**config.mk**
```make
export PLATFORM = sky130hd
export DESIGN_NAME = qram_arbiter
export DESIGN_NICKNAME = d
export VERILOG_FILES = /design/src/rtl/qram_arb_pkg.sv /design/src/rtl/qram_rr_arb.sv /design/src/rtl/qram_arbiter.sv
export SDC_FILE = /design/constraint.sdc
export NUM_CORES = 1
export LEC_CHECK = 0
export ABC_AREA = 0
export BUFFER_PORTS_ARGS = -buffer_cell sky130_fd_sc_hd__clkbuf_2
export CORE_MARGIN = 5
export CORE_UTILIZATION = 39
export DETAILED_ROUTE_END_ITERATION = 7
export GPL_TIMING_DRIVEN = 0
export PLACE_DENSITY = 0.61
export SYNTH_ARGS = -nofsm -noshare
export SYNTH_HDL_FRONTEND = slang
export SYNTH_HIERARCHICAL = 1
export SYNTH_SLANG_ARGS = --single-unit
```
**constraint.sdc**
```tcl
create_clock -name clk -period 2.4 [get_ports clk]
set_input_delay 0.48 -clock clk [delete_from_list [all_inputs] [get_ports clk]]
set_output_delay 0.48 -clock clk [all_outputs]
set_load 0.02 [all_outputs]
```
**src/rtl/qram_arb_pkg.sv**
```systemverilog
// Shared types and constants for the QSPI RAM arbiter/sequencer.
package qram_arb_pkg;

    typedef enum logic [3:0] {
        StIdle,
        StCmd,
        StAddr,
        StDummy,
        StRdata,
        StWdata,
        StDone,
        StInit,
        StInitGap
    } state_e;

    typedef enum logic {
        PortA = 1'b0,
        PortB = 1'b1
    } port_e;

    localparam int unsigned CmdNibbles  = 2;
    localparam int unsigned AddrNibbles = 6;
    localparam int unsigned DataNibbles = 2;

    localparam logic [7:0] CmdReadDefault  = 8'h0B;
    localparam logic [7:0] CmdWriteDefault = 8'h02;
    localparam logic [7:0] CmdEnterQpi     = 8'h35;

    // Address nibble idx (0 = addr[23:20]) for MSB-first transmission.
    function automatic logic [3:0] addr_nibble(input logic [23:0] addr, input logic [2:0] idx);
        logic [23:0] s;
        s = addr << {idx, 2'b00};
        return s[23:20];
    endfunction

endpackage

```
**src/rtl/qram_rr_arb.sv**
```systemverilog
// Two-way round-robin arbiter; grants only while en_i (sequencer idle) is high.
module qram_rr_arb
    import qram_arb_pkg::*;
(
    input  logic  clk_i,
    input  logic  rst_i,
    input  logic  en_i,
    input  logic  req_a_i,
    input  logic  req_b_i,
    output logic  gnt_o,
    output port_e gnt_port_o
);

    port_e last_q;

    always_comb begin
        gnt_o = en_i && (req_a_i || req_b_i);
        if (req_a_i && req_b_i) begin
            gnt_port_o = (last_q == PortA) ? PortB : PortA;
        end else if (req_a_i) begin
            gnt_port_o = PortA;
        end else begin
            gnt_port_o = PortB;
        end
    end

    always_ff @(posedge clk_i) begin
        if (rst_i) begin
            last_q <= PortB;
        end else if (gnt_o) begin
            last_q <= gnt_port_o;
        end
    end

endmodule

```
**src/rtl/qram_arbiter.sv**
```systemverilog
// Two-port arbiter and QPI byte sequencer for the external QSPI RAM.
// Define QRAM_ARB_ENTER_QPI_EN to send the SPI enter-QPI command (0x35) after reset.
module qram_arbiter
    import qram_arb_pkg::*;
#(
    parameter int unsigned DUMMY_CYCLES = 4,
    parameter logic [7:0]  CMD_READ     = CmdReadDefault,
    parameter logic [7:0]  CMD_WRITE    = CmdWriteDefault
) (
    input  logic        clk,
    input  logic        rst,
    input  logic        a_req,
    input  logic        a_we,
    input  logic [23:0] a_addr,
    input  logic [7:0]  a_wdata,
    output logic        a_ack,
    output logic [7:0]  a_rdata,
    input  logic        b_req,
    input  logic        b_we,
    input  logic [23:0] b_addr,
    input  logic [7:0]  b_wdata,
    output logic        b_ack,
    output logic [7:0]  b_rdata,
    output logic        busy,
    output logic        cs_n,
    output logic        sclk,
    output logic [3:0]  io_out,
    output logic [3:0]  io_oe,
    input  logic [3:0]  io_in
);

`ifdef QRAM_ARB_ENTER_QPI_EN
    localparam state_e ResetState = StInit;
`else
    localparam state_e ResetState = StIdle;
`endif

    localparam logic [7:0] DummyLast = (DUMMY_CYCLES > 0) ? 8'(DUMMY_CYCLES - 1) : 8'd0;

    state_e      state_q, state_d, next_after;
    logic        phase_q, phase_d;
    logic [7:0]  cnt_q, cnt_d, last_idx;
    logic        we_q, we_d;
    logic [23:0] addr_q, addr_d;
    logic [7:0]  wdata_q, wdata_d;
    port_e       port_q, port_d;
    logic [3:0]  hi_q, hi_d;
    logic [7:0]  a_rdata_q, a_rdata_d, b_rdata_q, b_rdata_d;
    logic        gnt;
    port_e       gnt_port;
    logic [7:0]  opcode, init_sh;

    qram_rr_arb u_arb (
        .clk_i      (clk),
        .rst_i      (rst),
        .en_i       (state_q == StIdle),
        .req_a_i    (a_req),
        .req_b_i    (b_req),
        .gnt_o      (gnt),
        .gnt_port_o (gnt_port)
    );

    assign opcode = we_q ? CMD_WRITE : CMD_READ;

    always_comb begin
        last_idx   = 8'd0;
        next_after = StIdle;
        case (state_q)
            StCmd: begin
                last_idx   = 8'(CmdNibbles - 1);
                next_after = StAddr;
            end
            StAddr: begin
                last_idx = 8'(AddrNibbles - 1);
                if (we_q) begin
                    next_after = StWdata;
                end else begin
                    next_after = (DUMMY_CYCLES > 0) ? StDummy : StRdata;
                end
            end
            StDummy: begin
                last_idx   = DummyLast;
                next_after = StRdata;
            end
            StRdata, StWdata: begin
                last_idx   = 8'(DataNibbles - 1);
                next_after = StDone;
            end
            StInit: begin
                last_idx   = 8'd7;
                next_after = StInitGap;
            end
            default: ;
        endcase
    end

    always_comb begin
        state_d   = state_q;
        phase_d   = phase_q;
        cnt_d     = cnt_q;
        we_d      = we_q;
        addr_d    = addr_q;
        wdata_d   = wdata_q;
        port_d    = port_q;
        hi_d      = hi_q;
        a_rdata_d = a_rdata_q;
        b_rdata_d = b_rdata_q;
        case (state_q)
            StIdle: begin
                if (gnt) begin
                    port_d  = gnt_port;
                    we_d    = (gnt_port == PortA) ? a_we : b_we;
                    addr_d  = (gnt_port == PortA) ? a_addr : b_addr;
                    wdata_d = (gnt_port == PortA) ? a_wdata : b_wdata;
                    phase_d = 1'b0;
                    cnt_d   = 8'd0;
                    state_d = StCmd;
                end
            end
            StDone, StInitGap: state_d = StIdle;
            default: begin
                phase_d = ~phase_q;
                if (phase_q) begin
                    cnt_d = cnt_q + 8'd1;
                    if (cnt_q == last_idx) begin
                        cnt_d   = 8'd0;
                        state_d = next_after;
                    end
                    // Device drives during phase 1; capture at the end of it.
                    if (state_q == StRdata) begin
                        if (cnt_q == 8'd0) begin
                            hi_d = io_in;
                        end else if (port_q == PortA) begin
                            a_rdata_d = {hi_q, io_in};
                        end else begin
                            b_rdata_d = {hi_q, io_in};
                        end
                    end
                end
            end
        endcase
    end

    always_ff @(posedge clk) begin
        if (rst) begin
            state_q   <= ResetState;
            phase_q   <= 1'b0;
            cnt_q     <= 8'd0;
            we_q      <= 1'b0;
            addr_q    <= 24'd0;
            wdata_q   <= 8'd0;
            port_q    <= PortB;
            hi_q      <= 4'd0;
            a_rdata_q <= 8'd0;
            b_rdata_q <= 8'd0;
        end else begin
            state_q   <= state_d;
            phase_q   <= phase_d;
            cnt_q     <= cnt_d;
            we_q      <= we_d;
            addr_q    <= addr_d;
            wdata_q   <= wdata_d;
            port_q    <= port_d;
            hi_q      <= hi_d;
            a_rdata_q <= a_rdata_d;
            b_rdata_q <= b_rdata_d;
        end
    end

    always_comb begin
        cs_n    = 1'b1;
        sclk    = 1'b0;
        io_out  = 4'h0;
        io_oe   = 4'h0;
        init_sh = CmdEnterQpi << cnt_q[2:0];
        case (state_q)
            StCmd: begin
                cs_n   = 1'b0;
                sclk   = phase_q;
                io_oe  = 4'hF;
                io_out = cnt_q[0] ? opcode[3:0] : opcode[7:4];
            end
            StAddr: begin
                cs_n   = 1'b0;
                sclk   = phase_q;
                io_oe  = 4'hF;
                io_out = addr_nibble(addr_q, cnt_q[2:0]);
            end
            StDummy, StRdata: begin
                cs_n = 1'b0;
                sclk = phase_q;
            end
            StWdata: begin
                cs_n   = 1'b0;
                sclk   = phase_q;
                io_oe  = 4'hF;
                io_out = cnt_q[0] ? wdata_q[3:0] : wdata_q[7:4];
            end
            StInit: begin
                cs_n   = 1'b0;
                sclk   = phase_q;
                io_oe  = 4'b0001;
                io_out = {3'b000, init_sh[7]};
            end
            default: ;
        endcase
    end

    assign busy    = (state_q != StIdle);
    assign a_ack   = (state_q == StDone) && (port_q == PortA);
    assign b_ack   = (state_q == StDone) && (port_q == PortB);
    assign a_rdata = a_rdata_q;
    assign b_rdata = b_rdata_q;

endmodule

```
==> metrics.md <==
| Metric | Value |
|---|---|
| Number of flops mapped to enable cells by yosys | `0` |
| DP HPWL | `7.517 mm` |
| Final TNS setup | `-0.02181 ns` |
| Clk sinks | `68` |
| WL final | `9.822 mm` |
| Worst setup SP type | `flop` |
| CTS tree | `yes` |
| DR pass1 iterations | `5` |
| CP Class | `reg2out` |
| Placed Cells | `626` |
| Total GRT Usage | `0.1745` |
| WL/cell | `15.20 um` |
| Met1 GRT Util | `0.2311` |
| Hold_buf cts | `0` |
| Slew HR | `0.5444` |
| Worst Path Max Fanout | `4` |
| Ant. Diodes | `0` |
| Failing checks | `setup timing` |
| Hold Path Class | `in2reg` |
| Endpoints failing setup | `1` |
| Max clock buf depth | `2` |
| Top_reg_cell synth | `dfxtp_1` |
| Die X | `106.5 um` |
| Fin. max-slew vios | `0` |
| Setup crit end kind | `output pin` |
| VDD IR max | `0.4223 mV` |
| TritonCTS buffer count | `9` |
| Clk slew on worst S/H paths | `0.07 ns` |
| Seq/Total Area, Yosys | `0.3747` |
| Crit path arrival time | `1.94 ns` |
| Clock Skews | `0.008963 ns` |
| Final #Nets | `606` |
| Flop pwr share | `0.328` |
| Initial antenna violation count | `0` |
| Met3 Usage GRT | `0.03339` |
| Setup WS post-layout | `-0.02181 ns` |
| Clock power frac | `0.216` |
| YS warnings | `6` |
| Worst skew pair latency | `0.34 ns` |
| DR DRC count | `0` |
| Outcome | `finished with violations` |
| Int Power | `3.029 mW` |
| Fin cells | `646` |
| Final Hold Viols | `0` |
| Post-synth ARST share | `0` |
| Fmax | `412.9 MHz` |
| Height of the die | `106.5 um` |
| Met2 Use GR | `0.2873` |
| Core ar. | `0.009153 mm2` |
| Largest net degree at the start of global routing | `14` |
| Most frequent cell after synthesis | `nor2_1` |
| Final antenna-violating net count | `0` |
| Cell variety after synth | `52` |
| Most area-hungry cell type in the Yosys netlist | `dfxtp_1` |
| RSZ-0062 raised after global routing | `true` |
| Synth top area share | `0.3747` |
| Pwr dens | `1077 mW/mm2` |
| DIE AREA | `0.01135 mm2` |
| CTS Root Cell | `clkbuf_8` |
| Initial core utilization | `0.3970` |
| CTS H-tree depth | `3` |
| 1st-iter DRT viols | `114` |
| Vias in the first global route | `3302` |
| Routability cong. | `0.8733` |
| I/O Pins | `103` |
| Post-Syn Instances | `413` |
| Top cells by count, synth | `71 x nor2_1, 68 x dfxtp_1, 62 x mux2i_1` |
| Total power | `5.058 mW` |
| Post-Syn Nets | `489` |
| Maxcap violations | `0` |
| Req. time, crit path | `1.92 ns` |
| Final min period | `2.422 ns` |
| Port bufs | `102` |
| Static Leak | `2.044 nW` |
| Combinational power share | `0.456` |
| GR peak layer | `met2` |
| Mapped Avg Cell Area | `8.798 um2` |
| Fin crit share | `1.009` |
| Vias | `3402` |
| Layout cell share with drive strength beyond 1 | `0.3346` |
| Synthesized cell area | `0.003633 mm2` |
| GR Overflow Total | `0` |
| Worst Tran Pin Value | `0.6834 ns` |
| Sw power | `2.029 mW` |
| Global-route wire length before repair | `16.01 mm` |
| Fin util | `0.5133` |
| Hold WS | `0.3718 ns` |
| Synth area leaders | `dfxtp_1 37%, mux2i_1 17%, nor2_1 7.3%` |
| Area grow syn2layout | `29.30%` |
| Vias per inst | `5.266` |
| Yosys reg bits | `68` |
| Sw Share | `0.4012` |
| Row count | `35` |
[sequential cells by signal, summed over array words and instances (netlist names)]
| name | count |
|---|---|
| addr_q | 24 |
| a_rdata | 8 |
| b_rdata | 8 |
| cnt_q | 8 |
| wdata_q | 8 |
| hi_q | 4 |
| state_q | 4 |
| phase_q | 1 |
| port_q | 1 |
| u_arb/last_q | 1 |
| we_q | 1 |
[metal layers]
metal / vias to the layer above / part of all wire
li1: 1726 / -
met2: 92 / 0.48
met1: 1567 / 0.46
met3: 17 / 0.045
met5: - / 0
met4: 0 / 0.019
[repair_timing]
action                                  4_1_cts  5_1_grt
pin swaps                                     0        5
endpoints found under the setup margin       56       31
setup buffers                                 1        4
resized for setup                            20       29
[power by group through the flow]
stage	clock, mW	sequential [mW]	combinational [mW]
after global placement	0	1.66	2.04
final	1.09	1.66	2.31
after CTS	1.11	1.65	2.12
after global routing	1.17	1.70	2.53
after detailed placement	0	1.67	2.08
after floorplan	0	1.60	1.57
[worst max-delay path, cell delays in order (launching register included)]
cell and delay (ns):
dfxtp_2 0.34, buf_6 0.13, mux4_2 0.50, inv_2 0.07, o22ai_2 0.07, a221o_1 0.33
clkbuf_8 0.16
[cell usage in the layout (no fill, tap or decap), types with 5 or more instances in the layout]
master    synthesis  layout
a21oi_1          14      12
buf_4             7      12
clkbuf_2          0     101
nand2_1          22      22
dfxtp_1          68      64
inv_1            10       8
a211oi_1         33      33
clkbuf_1         20      16
mux2i_1          62      61
clkbuf_8          0      11
nor3_1            6       6
nor2_1           71      67
o21ai_0           6       5
buf_2             7       6
nand3_1           6       6
and3_1            6       6
[kinds of logic (layout without fill, tap and decap cells)]
logic type               count (synthesis)  in the layout  share of synthesized area
AO/OA/AOI/OAI                           81             81                     0.1615
buffers and inverters                   49            171                    0.06026
AND/OR/NAND/NOR                        145            145                     0.1963
adder cells (fa/ha/maj)                  2              2                   0.006886
multiplexers                            66             66                     0.1956
XOR/XNOR                                 2              2                   0.004822
flip-flops                              68             68                     0.3747
[cell type report]
class	instances	area (um2)
plain buffers	37	203.9
clock buffers	10	137.6
clock inverters	6	93.84
fillers	885	4454
inverters	11	46.29
multi-input cells	296	2150
flip-flops and latches	68	1369
well taps	111	138.9
repair buffers	107	559.3
[path summary, 6_finish.rpt]
| path | from | to | slack, ns | depth (start not counted) |
|---|---|---|---|---|
| hold / removal | rst | u_arb/last_q$_SDFFE_PP1P_ | 0.37 | 2 |
| setup reg to reg | state_q[3]$_SDFFE_PP0P_ | state_q[0]$_SDFFE_PP0P_ | 0.09 | 11 |
| hold reg to reg | a_rdata[7]$_SDFFE_PP0P_ | a_rdata[7]$_SDFFE_PP0P_ | 0.50 | 2 |
| setup / recovery | cnt_q[1]$_SDFFE_PP0P_ | io_out[0] | -0.02 | 6 |
[stage by stage]
stage	worst slack [ns]	area, um2
4_1_cts	-0.02578	4573
2_1_floorplan	0.2106	3633
3_5_place_dp	-0.2445	4283
3_3_place_gp	-0.2293	4283
6_report	-0.02181	4698
5_1_grt	-0.06267	4698
No activity file was read; power rests on OpenSTA's default activity.
